$ cat src/rtl/rv_pkg.sv
// Shared RV32I definitions: fetch FSM encoding, reset constants and base opcodes.
package rv_pkg;

    typedef logic [1:0] fetch_state_t;

    localparam fetch_state_t ST_IDLE = 2'd0;
    localparam fetch_state_t ST_REQ  = 2'd1;
    localparam fetch_state_t ST_DONE = 2'd2;

    localparam logic [31:0] RESET_PC  = 32'h0040_0000;
    localparam logic [31:0] NOP_INSTR = 32'h0000_0013;

    localparam logic [6:0] OP_LOAD     = 7'b000_0011;
    localparam logic [6:0] OP_MISC_MEM = 7'b000_1111;
    localparam logic [6:0] OP_R_IMM    = 7'b001_0011;
    localparam logic [6:0] OP_AUIPC    = 7'b001_0111;
    localparam logic [6:0] OP_STORE    = 7'b010_0011;
    localparam logic [6:0] OP_R        = 7'b011_0011;
    localparam logic [6:0] OP_LUI      = 7'b011_0111;
    localparam logic [6:0] OP_B        = 7'b110_0011;
    localparam logic [6:0] OP_JALR     = 7'b110_0111;
    localparam logic [6:0] OP_JAL      = 7'b110_1111;
    localparam logic [6:0] OP_SYSTEM   = 7'b111_0011;

endpackage

$ cat src/rtl/instr_fetch_unit.sv
// Multicycle fetch stage: PC, instruction register and a req/ack read port,
// with redirects arriving mid-fetch held until the fetch retires.
//
// state   | meaning
// --------+---------------------------------------------------------
// IDLE    | waiting for iFetchReq; redirects write PC directly
// REQ     | oMemReq high, oMemAddr held until iMemAck
// DONE    | one-cycle oFetchDone pulse, then back to IDLE
module instr_fetch_unit
    import rv_pkg::*;
(
    input  logic        iCLK,
    input  logic        iRST_n,
    input  logic        iFetchReq,
    input  logic        iPCWrite,
    input  logic [31:0] iPCNext,
    output logic        oMemReq,
    output logic [31:0] oMemAddr,
    input  logic        iMemAck,
    input  logic [31:0] iMemData,
    output logic [31:0] oInstr,
    output logic [31:0] oPC,
    output logic [31:0] oPCPlus4,
    output logic        oFetchDone,
    output logic        oBusy,
    output logic        oMisaligned
);

    fetch_state_t state_q, state_d;
    logic [31:0]  pc_q, pc_d;
    logic [31:0]  ir_q, ir_d;
    logic [31:0]  ir_pc_q, ir_pc_d;
    logic [31:0]  addr_q, addr_d;
    logic [31:0]  pend_pc_q, pend_pc_d;
    logic         pend_valid_q, pend_valid_d;
    logic         misaligned_q, misaligned_d;
    logic [31:0]  eff_pc;

    // A redirect in the same IDLE cycle as the fetch request steers that fetch.
    assign eff_pc = iPCWrite ? iPCNext : pc_q;

    always_comb begin
        state_d      = state_q;
        pc_d         = pc_q;
        ir_d         = ir_q;
        ir_pc_d      = ir_pc_q;
        addr_d       = addr_q;
        pend_pc_d    = pend_pc_q;
        pend_valid_d = pend_valid_q;
        misaligned_d = 1'b0;

        case (state_q)
            ST_IDLE: begin
                if (iPCWrite) begin
                    pc_d = iPCNext;
                end
                if (iFetchReq) begin
                    if (eff_pc[1:0] != 2'b00) begin
                        misaligned_d = 1'b1;
                    end else begin
                        addr_d  = eff_pc;
                        state_d = ST_REQ;
                    end
                end
            end
            ST_REQ: begin
                if (iMemAck) begin
                    ir_d    = iMemData;
                    ir_pc_d = addr_q;
                    // Priority: redirect this cycle, then buffered redirect, then sequential.
                    if (iPCWrite) begin
                        pc_d = iPCNext;
                    end else if (pend_valid_q) begin
                        pc_d = pend_pc_q;
                    end else begin
                        pc_d = addr_q + 32'd4;
                    end
                    pend_valid_d = 1'b0;
                    state_d      = ST_DONE;
                end else if (iPCWrite) begin
                    pend_pc_d    = iPCNext;
                    pend_valid_d = 1'b1;
                end
            end
            ST_DONE: begin
                if (iPCWrite) begin
                    pc_d = iPCNext;
                end
                state_d = ST_IDLE;
            end
            default: begin
                state_d = ST_IDLE;
            end
        endcase
    end

    always_ff @(posedge iCLK or negedge iRST_n) begin
        if (!iRST_n) begin
            state_q      <= ST_IDLE;
            pc_q         <= RESET_PC;
            ir_q         <= NOP_INSTR;
            ir_pc_q      <= RESET_PC;
            addr_q       <= RESET_PC;
            pend_pc_q    <= 32'd0;
            pend_valid_q <= 1'b0;
            misaligned_q <= 1'b0;
        end else begin
            state_q      <= state_d;
            pc_q         <= pc_d;
            ir_q         <= ir_d;
            ir_pc_q      <= ir_pc_d;
            addr_q       <= addr_d;
            pend_pc_q    <= pend_pc_d;
            pend_valid_q <= pend_valid_d;
            misaligned_q <= misaligned_d;
        end
    end

    // Request is decoded from state so an async reset drops it immediately.
    assign oMemReq     = (state_q == ST_REQ);
    assign oMemAddr    = addr_q;
    assign oInstr      = ir_q;
    assign oPC         = ir_pc_q;
    assign oPCPlus4    = ir_pc_q + 32'd4;
    assign oFetchDone  = (state_q == ST_DONE);
    assign oBusy       = (state_q == ST_REQ) || (state_q == ST_DONE);
    assign oMisaligned = misaligned_q;

endmodule

$ cat config.mk
export PLATFORM = sky130hd
export DESIGN_NAME = instr_fetch_unit
export DESIGN_NICKNAME = d
export VERILOG_FILES = /design/src/rtl/rv_pkg.sv /design/src/rtl/instr_fetch_unit.sv
export SDC_FILE = /design/constraint.sdc
export NUM_CORES = 1
export LEC_CHECK = 0
export CAP_MARGIN = 20
export CORE_MARGIN = 2
export CORE_UTILIZATION = 35
export DETAILED_ROUTE_END_ITERATION = 8
export DONT_BUFFER_PORTS = 1
export GPL_ROUTABILITY_DRIVEN = 0
export HOLD_SLACK_MARGIN = 0.1
export SYNTH_ARGS = -nofsm -noshare
export SYNTH_HDL_FRONTEND = slang
export SYNTH_SLANG_ARGS = --single-unit
$ cat constraint.sdc
create_clock -name iCLK -period 2.6 [get_ports iCLK]
set_input_delay 0.52 -clock iCLK [delete_from_list [all_inputs] [get_ports iCLK]]
set_output_delay 0.52 -clock iCLK [all_outputs]
set_load 0.02 [all_outputs]
Word-level counts from Yosys, hierarchy flattened. Cells that the tools add are included.

Register bits after elaboration: 164. Output and inout bits: 132. Logic and storage cells: 43.

Add/subtract/negate cells: 2. Equality and inequality tests: 5. Muxes and demuxes: 14. Bitwise logic cells: 2. Reductions and logical operators: 12.

Operators by type and width (number): $mux 32 (4); $add 32x3->32 const B (2); $pmux 32 s2 (1); $reduce_and 3->1 (3); $mux 2 (3); $reduce_and 2->1 (3); $reduce_bool 2->1 (3); $mux 1 (5); $ne 2x2->1 const B (2); $pmux 2 s2 (1); $eq 2x1->1 const B (1); $eq 2x2->1 const B (1); $logic_not 2->1 (1); $ne 2x1->1 const B (1); $not 1->1 (2); $reduce_or 2->1 (1); $logic_or 1x1->1 (1).

Logic depth before layout (Yosys ltp). Gate-level depths: netlist of run 1.

Depth after elaboration: 5. Gate-level depth with buffers: 10. Depth with buffers taken out: 7.

Worst setup path before layout of run 1. Ideal clock, no wire load.

Kind: reg2out. Start: register ir_pc_q[2] (netlist: oPC[2]). End: output port oPCPlus4[20]. Data arrival time: 1869 ps. Required time: 2080 ps. Setup slack: 211 ps. Stages on the path, launching flop included: 8. Path buffers: 1. Path through: dfrtp_1 -> ha_1 -> nand2_1 -> nor4_2 -> nor2b_1 -> buf_2 -> nand4_1 -> xnor2_1.

Word-level cells in the longest chain between the ends: 1.

RTL lines: start: declaration (RTL line instr_fetch_unit.sv:32) `logic [31:0] ir_pc_q, ir_pc_d;`; start signal: assignment (RTL line instr_fetch_unit.sv:111) `ir_pc_q <= ir_pc_d;`; $add 32x3->32 (RTL line instr_fetch_unit.sv:124) `assign oPCPlus4 = ir_pc_q + 32'd4;`; end: declaration (RTL line instr_fetch_unit.sv:23) `output logic [31:0] oPCPlus4,`.

Every way passes these cells.

Worst setup path after layout of run 1.
Start: register ir_pc_q[7] (netlist: oPC[7]). End: output port oPCPlus4[30].

The elaborated chain is that of the path after synthesis.

==> results of run 1 <==
[what timing repair did]
item | CTS | global route
pin swaps | 6 | 4
endpoints found under the hold margin | 164 | 164
setup buffers | 9 | 2
resized for setup | 6 | 11
setup endpoints to repair | 17 | 17
[worst max-delay path by stage]
stage,start,end,slack [ns]
final,oPC[7],oPCPlus4[30],-0.02
after global routing,oPC[7],oPCPlus4[26],-0.15
after CTS,oPC[3],oPCPlus4[26],-0.05
after detailed placement,oPC[5],oPCPlus4[23],0.23
after global placement,oPC[5],oPCPlus4[23],0.25
after floorplan,oPC[2],oPCPlus4[20],0.21
[logic make-up (layout without fill, tap and decap cells)]
| kind of cell | Yosys count | in the layout |
|---|---|---|
| buf+inv | 45 | 116 |
| mux | 131 | 131 |
| flops | 164 | 164 |
| simple gates | 180 | 180 |
| xor+xnor | 54 | 54 |
| compound gates | 118 | 118 |
| fa+ha+maj | 5 | 5 |
[metrics by stage]
stage | TNS (ns) | util, % | area, sq um
2_1_floorplan | 0 | - | 8040
3_3_place_gp | 0 | 38.7 | 8740
3_5_place_dp | 0 | 38.7 | 8740
4_1_cts | -0.160 | 41.7 | 9410
5_1_grt | -0.951 | 41.9 | 9460
6_report | -0.0329 | 41.9 | 9460
[layer usage]
metal | track usage, % | vias up | routed length [um]
met1 | 21.9 | 2789 | 8640
li1 | - | 2644 | -
met3 | 5.97 | 22 | 1640
met4 | 5.42 | 0 | 409
met2 | 28.6 | 154 | 10200
met5 | 0 | - | 0
[cells in the mapped netlist (all sizes together), types with 2 or more instances]
| master | number |
|---|---|
| nand4 | 11 |
| a211oi | 7 |
| o21ai | 49 |
| and4 | 6 |
| mux2i | 37 |
| inv | 7 |
| a22oi | 3 |
| dfstp | 6 |
| a21oi | 18 |
| o22ai | 14 |
| xor2 | 13 |
| ha | 5 |
| and3 | 11 |
| xnor2 | 41 |
| a222oi | 12 |
| nor3b | 2 |
| a221o | 2 |
| dfrtp | 158 |
| nor4 | 7 |
| nand2 | 61 |
| a31oi | 2 |
| nor3 | 15 |
| nor2 | 30 |
| o211ai | 4 |
| mux2 | 94 |
| a221oi | 2 |
| clkbuf | 12 |
| buf | 26 |
| nor2b | 2 |
| and2 | 8 |
| nand3 | 22 |
| o21a | 2 |
[sequential cells by signal, summed over array words and instances, names as in the netlist]
signal / cells
oInstr: 32
oMemAddr: 32
oMisaligned: 1
oPC: 32
pc_q: 32
pend_pc_q: 32
pend_valid_q: 1
state_q: 2
[critical path: stages, from the launching register on]
cell,delay (ns)
dfrtp_1,0.39
nand3_2,0.12
nor4_4,0.34
nor2b_1,0.17
buf_4,0.19
nand3_1,0.11
xnor2_1,0.19
buf_4,0.17
[cell type report]
class | count | area (sq um)
Clock buffer | 17 | 425
Clock inverter | 15 | 148
Fill cell | 2171 | 13100
Inverter | 7 | 26.3
Multi-Input combinational cell | 488 | 3790
Sequential cell | 164 | 4110
Tap cell | 285 | 357
Timing Repair Buffer | 77 | 603
[where the power goes]
group	switching, mW	internal, mW	total, mW
Sequential	1.67	3.78	5.45
Combinational	2.45	2.12	4.57
Clock	1.12	1.35	2.47
==> results, run 1 <==
- The full die area is 24200 sq um.
- Across the run, the number of max-cap violations was 0.
- Of the synthesized area, sequential elements account for 51.1%.
- The number of placed instances, taps included, is 1010.
- The cell area that synthesis handed to floorplanning was 8040 sq um.
- The number of cells on the worst reg-to-reg path is 7.
- The number of global-route vias before repair is 5823.
- The total nets after synthesis is 771.
- The proportion of layout cells with a drive suffix above 1 is 31.5%.
- The top cell types in the final layout, fill and taps aside, are 156 x dfrtp_1, 94 x mux2_2, 75 x buf_4.
- The total grt overflow is 0.
- Entering global routing, the biggest net connects 165 pins.
- Across all hold checks on the routed design, the worst slack comes to -0.208 ns.
- The die is 156 um wide.
- Summing the areas of all compound-gate instances in the mapped netlist gives 9.23% of the synthesized area.
- The number of setup violations in the final report is 2.
- 201 I/O pins were placed.
- At the worst endpoint, the arrival time is 2.10 ns.
- The number of distinct library cells after synthesis is 56.
- In this run the critical register-to-register path is launched from state_q[1].
- The initial core utilization is 35.6%.
- The cell count after synthesis came out at 697.
- For the worst setup path, the data required time is 2.08 ns.
- In this run, synthesis inferred 0 flip-flops with an integrated enable.
- After floorplanning, the core was divided into 55 placement rows.
- The type of origin of the critical path is a register.
- The final reports fail on negative hold slack, negative setup slack.
- The maximum net fanout on the critical path is 7.
- Multiplexer cells account for 17.8% of the synthesized area.
- The core area is 22600 sq um.
- The worst register-to-register path ends at pc_q[11].
- The detail-routed net length per standard cell is 19.8 um.
- The clock root buffer is clkbuf_16.
- The number of nets in the finished design is 829.
- The power density over the cells is 1320 nW/um^2.
- Dividing the detail-routed via count by the number of cells gives 5.33.
- The finished layout holds 1053 standard cells, fillers aside.
- Clock skew on the completed layout was measured at 0.0137 ns.
- The count of input and output buffers is 0.
- At the pin with the least slew margin, the transition time is 1.02 ns.
- Detailed placement finished with a half-perimeter wire length of 14500 um.
- The library cell occupying the most area in the post-synthesis netlist is dfrtp_1.
- TritonCTS built the clock tree.
- Dividing the final minimum period by the clock period gives 101%.
- The overall power of the completed layout is 12.5 mW.
- The fraction of registers with async set/reset is 100%.
- The setup slack after layout is -0.0247 ns.
- The DRC violation count after routing is 0.
- The number of search-and-repair iterations in the first detailed-routing pass is 5.
- The most instantiated flip-flop cell in the synthesis netlist is dfrtp_1.
- The area share of xor/xnor cells in the synthesized design is 5.88%.
- The total routing resource utilization after global routing is 17.5%.
- Yosys printed 0 warnings.
- The synthesized design contains 164 register bits.
- The clock tree buffer depth is 2.
- The flow ran to the end, but the final reports show violations.
- The type of the most critical hold path is in -> async.
- Clock tree synthesis found a total of 164 sinks.
- The y dimension of the die is 156 um.
- Setup repair after global routing could not meet its margin everywhere.
- For this block, the via count after detailed routing is 5609.
- The clock latency on the worst-skew pair is 0.43 ns.
- The count of pins over their slew limit is 0.
- STA classifies the critical path endpoint as a primary output.
- The worst supply voltage drop on vdd is 0.000485 V.
- The register clock-pin slew on the reported worst setup and hold paths is 0.07 ns.
- The final hold violation count was 162.
- The antenna diode count is 0.
- The startpoint-to-endpoint class of the critical path is reg -> out.
- Yosys attributes the largest share of cell area to dfrtp_1 49%, mux2_2 13%, mux2i_1 4.6%, xnor2_1 4.5%, nand2_1 2.8%.
- In this run the register-to-register setup slack is 0.24 ns.
- In this run the biggest area consumer among cell types represents 49.2% of the synthesized area.
- The synthesized netlist devotes 0.778% of its cell area to adder and majority cells.
- The first global-routing pass estimated 32800 um of wire.
- The number of antenna violations at the first check in global routing is 0.
- The average cell area after synthesis is 11.5 sq um.
- The clock period minus worst slack is 2.62 ns.
- The highest achievable clock rate is 381 MHz.
- By area, the combinational part of the netlist is dominated by multiplexers.
- The number of buffers inserted during clock tree synthesis is 17.
- The share of synthesized cell area in and, or, nand and nor gates is 12.6%.
- Timing analysis after detailed placement gives a worst setup slack of 0.233 ns.
- The count of antenna-violating nets left after detailed routing is 0.
- The library cell used most frequently in the layout, excluding fill and tap cells, is dfrtp_1.
- The wire length reported by the detailed router is 20900 um.
- The number of DRC markers in iteration 0 is 381.
- The worst slew slack as a fraction of its limit is 31.9%.
- The relative area change from synthesis to final layout is 17.7%.
- The H-tree generated during clock tree synthesis spans 4 levels.
- For this design the static power due to leakage is 4.13 nW.
Power figures use the tool's default switching activity.
==> run 2: changes to the inputs <==
SKIP_CTS_REPAIR_TIMING = 1   (was unset)
==> run 2 against run 1 <==
Setup slack worse by 0.0012 ns; count of clock-buffer cells in the layout unchanged; routed wire length about the same; first-iteration DRC count up 3.9%; combinational power about the same; the flow still finishes with violations (negative hold slack, negative setup slack); critical path depth unchanged; core utilization about the same.
==> results, run 2 (synthesis results as in run 1) <==
- The flow ran to the end, but the final reports show violations.
- The checks that failed: negative hold slack, negative setup slack.
- The initial core utilization is 35.6% (unchanged).
- The y dimension of the die is 156 um (unchanged).
- The number of buffers inserted during clock tree synthesis is 17 (unchanged).
- The worst slew slack as a fraction of its limit came to 29.9% (-2.0 points).
- The clock latency on the worst-skew pair is 0.43 ns (about the same).
- The top cell types in the final layout, fill and taps aside, are 155 x dfrtp_1, 94 x mux2_2, 70 x buf_4.
- The startpoint-to-endpoint class of the critical path is reg -> out.
- The largest net degree at the start of global routing is 165 (unchanged).
- The clock root buffer is clkbuf_16.
- The worst reg2reg path depth is 7 (unchanged).
- The critical path ends at oPCPlus4[30].
- The critical register-to-register path startpoint is state_q[1].
- The detail-routed net length per standard cell is 19.9 um (+0.31%).
- The antenna diode count is 0 (unchanged).
- The clock period minus worst slack is 2.63 ns (+0.00119 ns).
- The setup skew after layout is 0.0134 ns (-0.000266 ns).
- The setup slack of the most critical reg-to-reg path is 0.22 ns (-0.02 ns).
- The DRC violation count after routing is 0 (unchanged).
- The critical path starts at oPC[7].
- The transition time of the tightest slew-check pin was 1.05 ns (+0.0296 ns).
- The worst setup path is launched from a register.
- The highest achievable clock rate was 381 MHz (about the same).
- The global-route wire length before repair is 32500 um (-0.88%).
- The final hold slack is -0.209 ns (-0.000391 ns).
- The share of the core filled with cells in the final layout is 41.9% (-0.044 points).
- The depth of the CTS H-tree was 4 (unchanged).
- The full die area was 24200 sq um (unchanged).
- The worst setup path is captured at a primary output.
- The number of antenna violations at the first check in global routing came to 0 (unchanged).
- The worst register-to-register path ends at pc_q[11].
- The setup slack after layout came to -0.0259 ns (-0.00119 ns).
- The max-cap check violation count is 0 (unchanged).
- The critical path data arrival time was 2.11 ns (about the same).
- The share of the cycle needed by the critical path after routing was 101% (about the same).
- Setup repair after global routing could not meet its margin everywhere.
- The count of pins on the block boundary is 201 (unchanged).
- The count of placed standard cells in the final layout, fillers left out was 1049 (-0.38%).
- The relative area change from synthesis to final layout is 17.5%.
- The number of cell rows is 55 (unchanged).
- The clock tree buffer depth was 2 (unchanged).
- The sum of net half-perimeters after detailed placement came to 14500 um (unchanged).
- The total routing resource utilization after global routing came to 17.4% (-0.12 points).
- The proportion of layout cells with a drive suffix above 1 is 31.7% (+0.16 points).
- The count of pins over their slew limit was 0 (unchanged).
- The final hold violation count was 161 (-0.62%).
- The data required time at the worst endpoint is 2.08 ns (about the same).
- The reported leakage power is 4.11 nW (-0.44%).
- The count of input and output buffers was 0 (unchanged).
- The total grt overflow was 0 (unchanged).
- The number of global-route vias before repair is 5771 (-0.89%).
- The power density over the cells is 1320 nW/um^2 (about the same).
- The maximum net fanout on the critical path was 7 (unchanged).
- The clock net sink count was 164 (unchanged).
- The post-placement cell count is 1010 (unchanged).
- The number of nets in the finished design is 825 (-0.48%).
- The register clock-pin slew on the reported worst setup and hold paths is 0.07 ns (about the same).
- The die width is 156 um (unchanged).
- The wire length reported by the detailed router is 20900 um (about the same).
- The via count of the routed design was 5597 (-0.21%).
- The ratio of routed vias to standard cells is 5.34 (+0.17%).
- The core area is 22600 sq um (unchanged).
- The tightest min-delay check is of the in -> async type.
- The count of antenna-violating nets left after detailed routing was 0 (unchanged).
- The number of DRC markers in iteration 0 is 396 (+3.9%).
- The number of setup violations in the final report is 2 (unchanged).
- The commonest non-fill, non-tap cell in the layout is dfrtp_1.
- The worst setup slack before clock tree synthesis is 0.233 ns (unchanged).
- TritonCTS built the clock tree.
- The worst supply voltage drop on vdd is 0.000487 V (+0.45%).
- The number of search-and-repair iterations in the first detailed-routing pass is 7 (+2).
[run 2: changes by cell type in the layout (fill, tap and decap cells not counted), sizes merged]
cell | previous run | this run
buf | 77 | 73
[run 2: metrics by stage]
step           power [mW]  instance area, sq um  setup TNS [ns]
2_1_floorplan        8.49                  8040               0
3_3_place_gp         9.88                  8740               0
3_5_place_dp         10.0                  8740               0
4_1_cts              12.5                  9310           -2.87
5_1_grt              13.2                  9450          -0.881
6_report             12.5                  9450         -0.0286
[run 2: worst min-delay path by stage]
| stage | to | slack [ns] | cells after the start |
|---|---|---|---|
| 2_1_floorplan | oInstr[10] | 0.22 | 0 |
| 3_3_place_gp | oPC[25] | 0.23 | 0 |
| 3_5_place_dp | oPC[24] | 0.23 | 0 |
| 4_1_cts | oInstr[26] | -0.23 | 0 |
| 5_1_grt | oPC[23] | -0.24 | 0 |
| 6_report | oPC[24] | -0.21 | 0 |
[run 2: layout make-up]
cell class	count	area, sq um
inverter	7	26.3
tap	285	357
clock buffer	17	425
sequential	164	4120
timing repair buffer	73	577
fill	2175	13100
clock inverter	15	148
multi-input combinational	488	3800
[run 2: critical path, cell delays in order (launching register included)]
cell and delay (ns):
dfrtp_1 0.42, nand3_2 0.12, nor4_4 0.32, nor2b_2 0.21, buf_6 0.16, nand3_1 0.10, xnor2_1 0.18, buf_4 0.17
[run 2: power breakdown]
group          switching, mW  internal (mW)
combinational           2.45           2.11
clock                   1.12           1.34
sequential              1.68           3.78
[run 2: metal layers]
metal  vias to the layer above  wire [um]  track usage (%)
li1                       2633          -                -
met1                      2783       8610             21.6
met2                       159      10200             28.6
met3                        22       1670             5.97
met4                         0        394             5.42
met5                         -          0                0
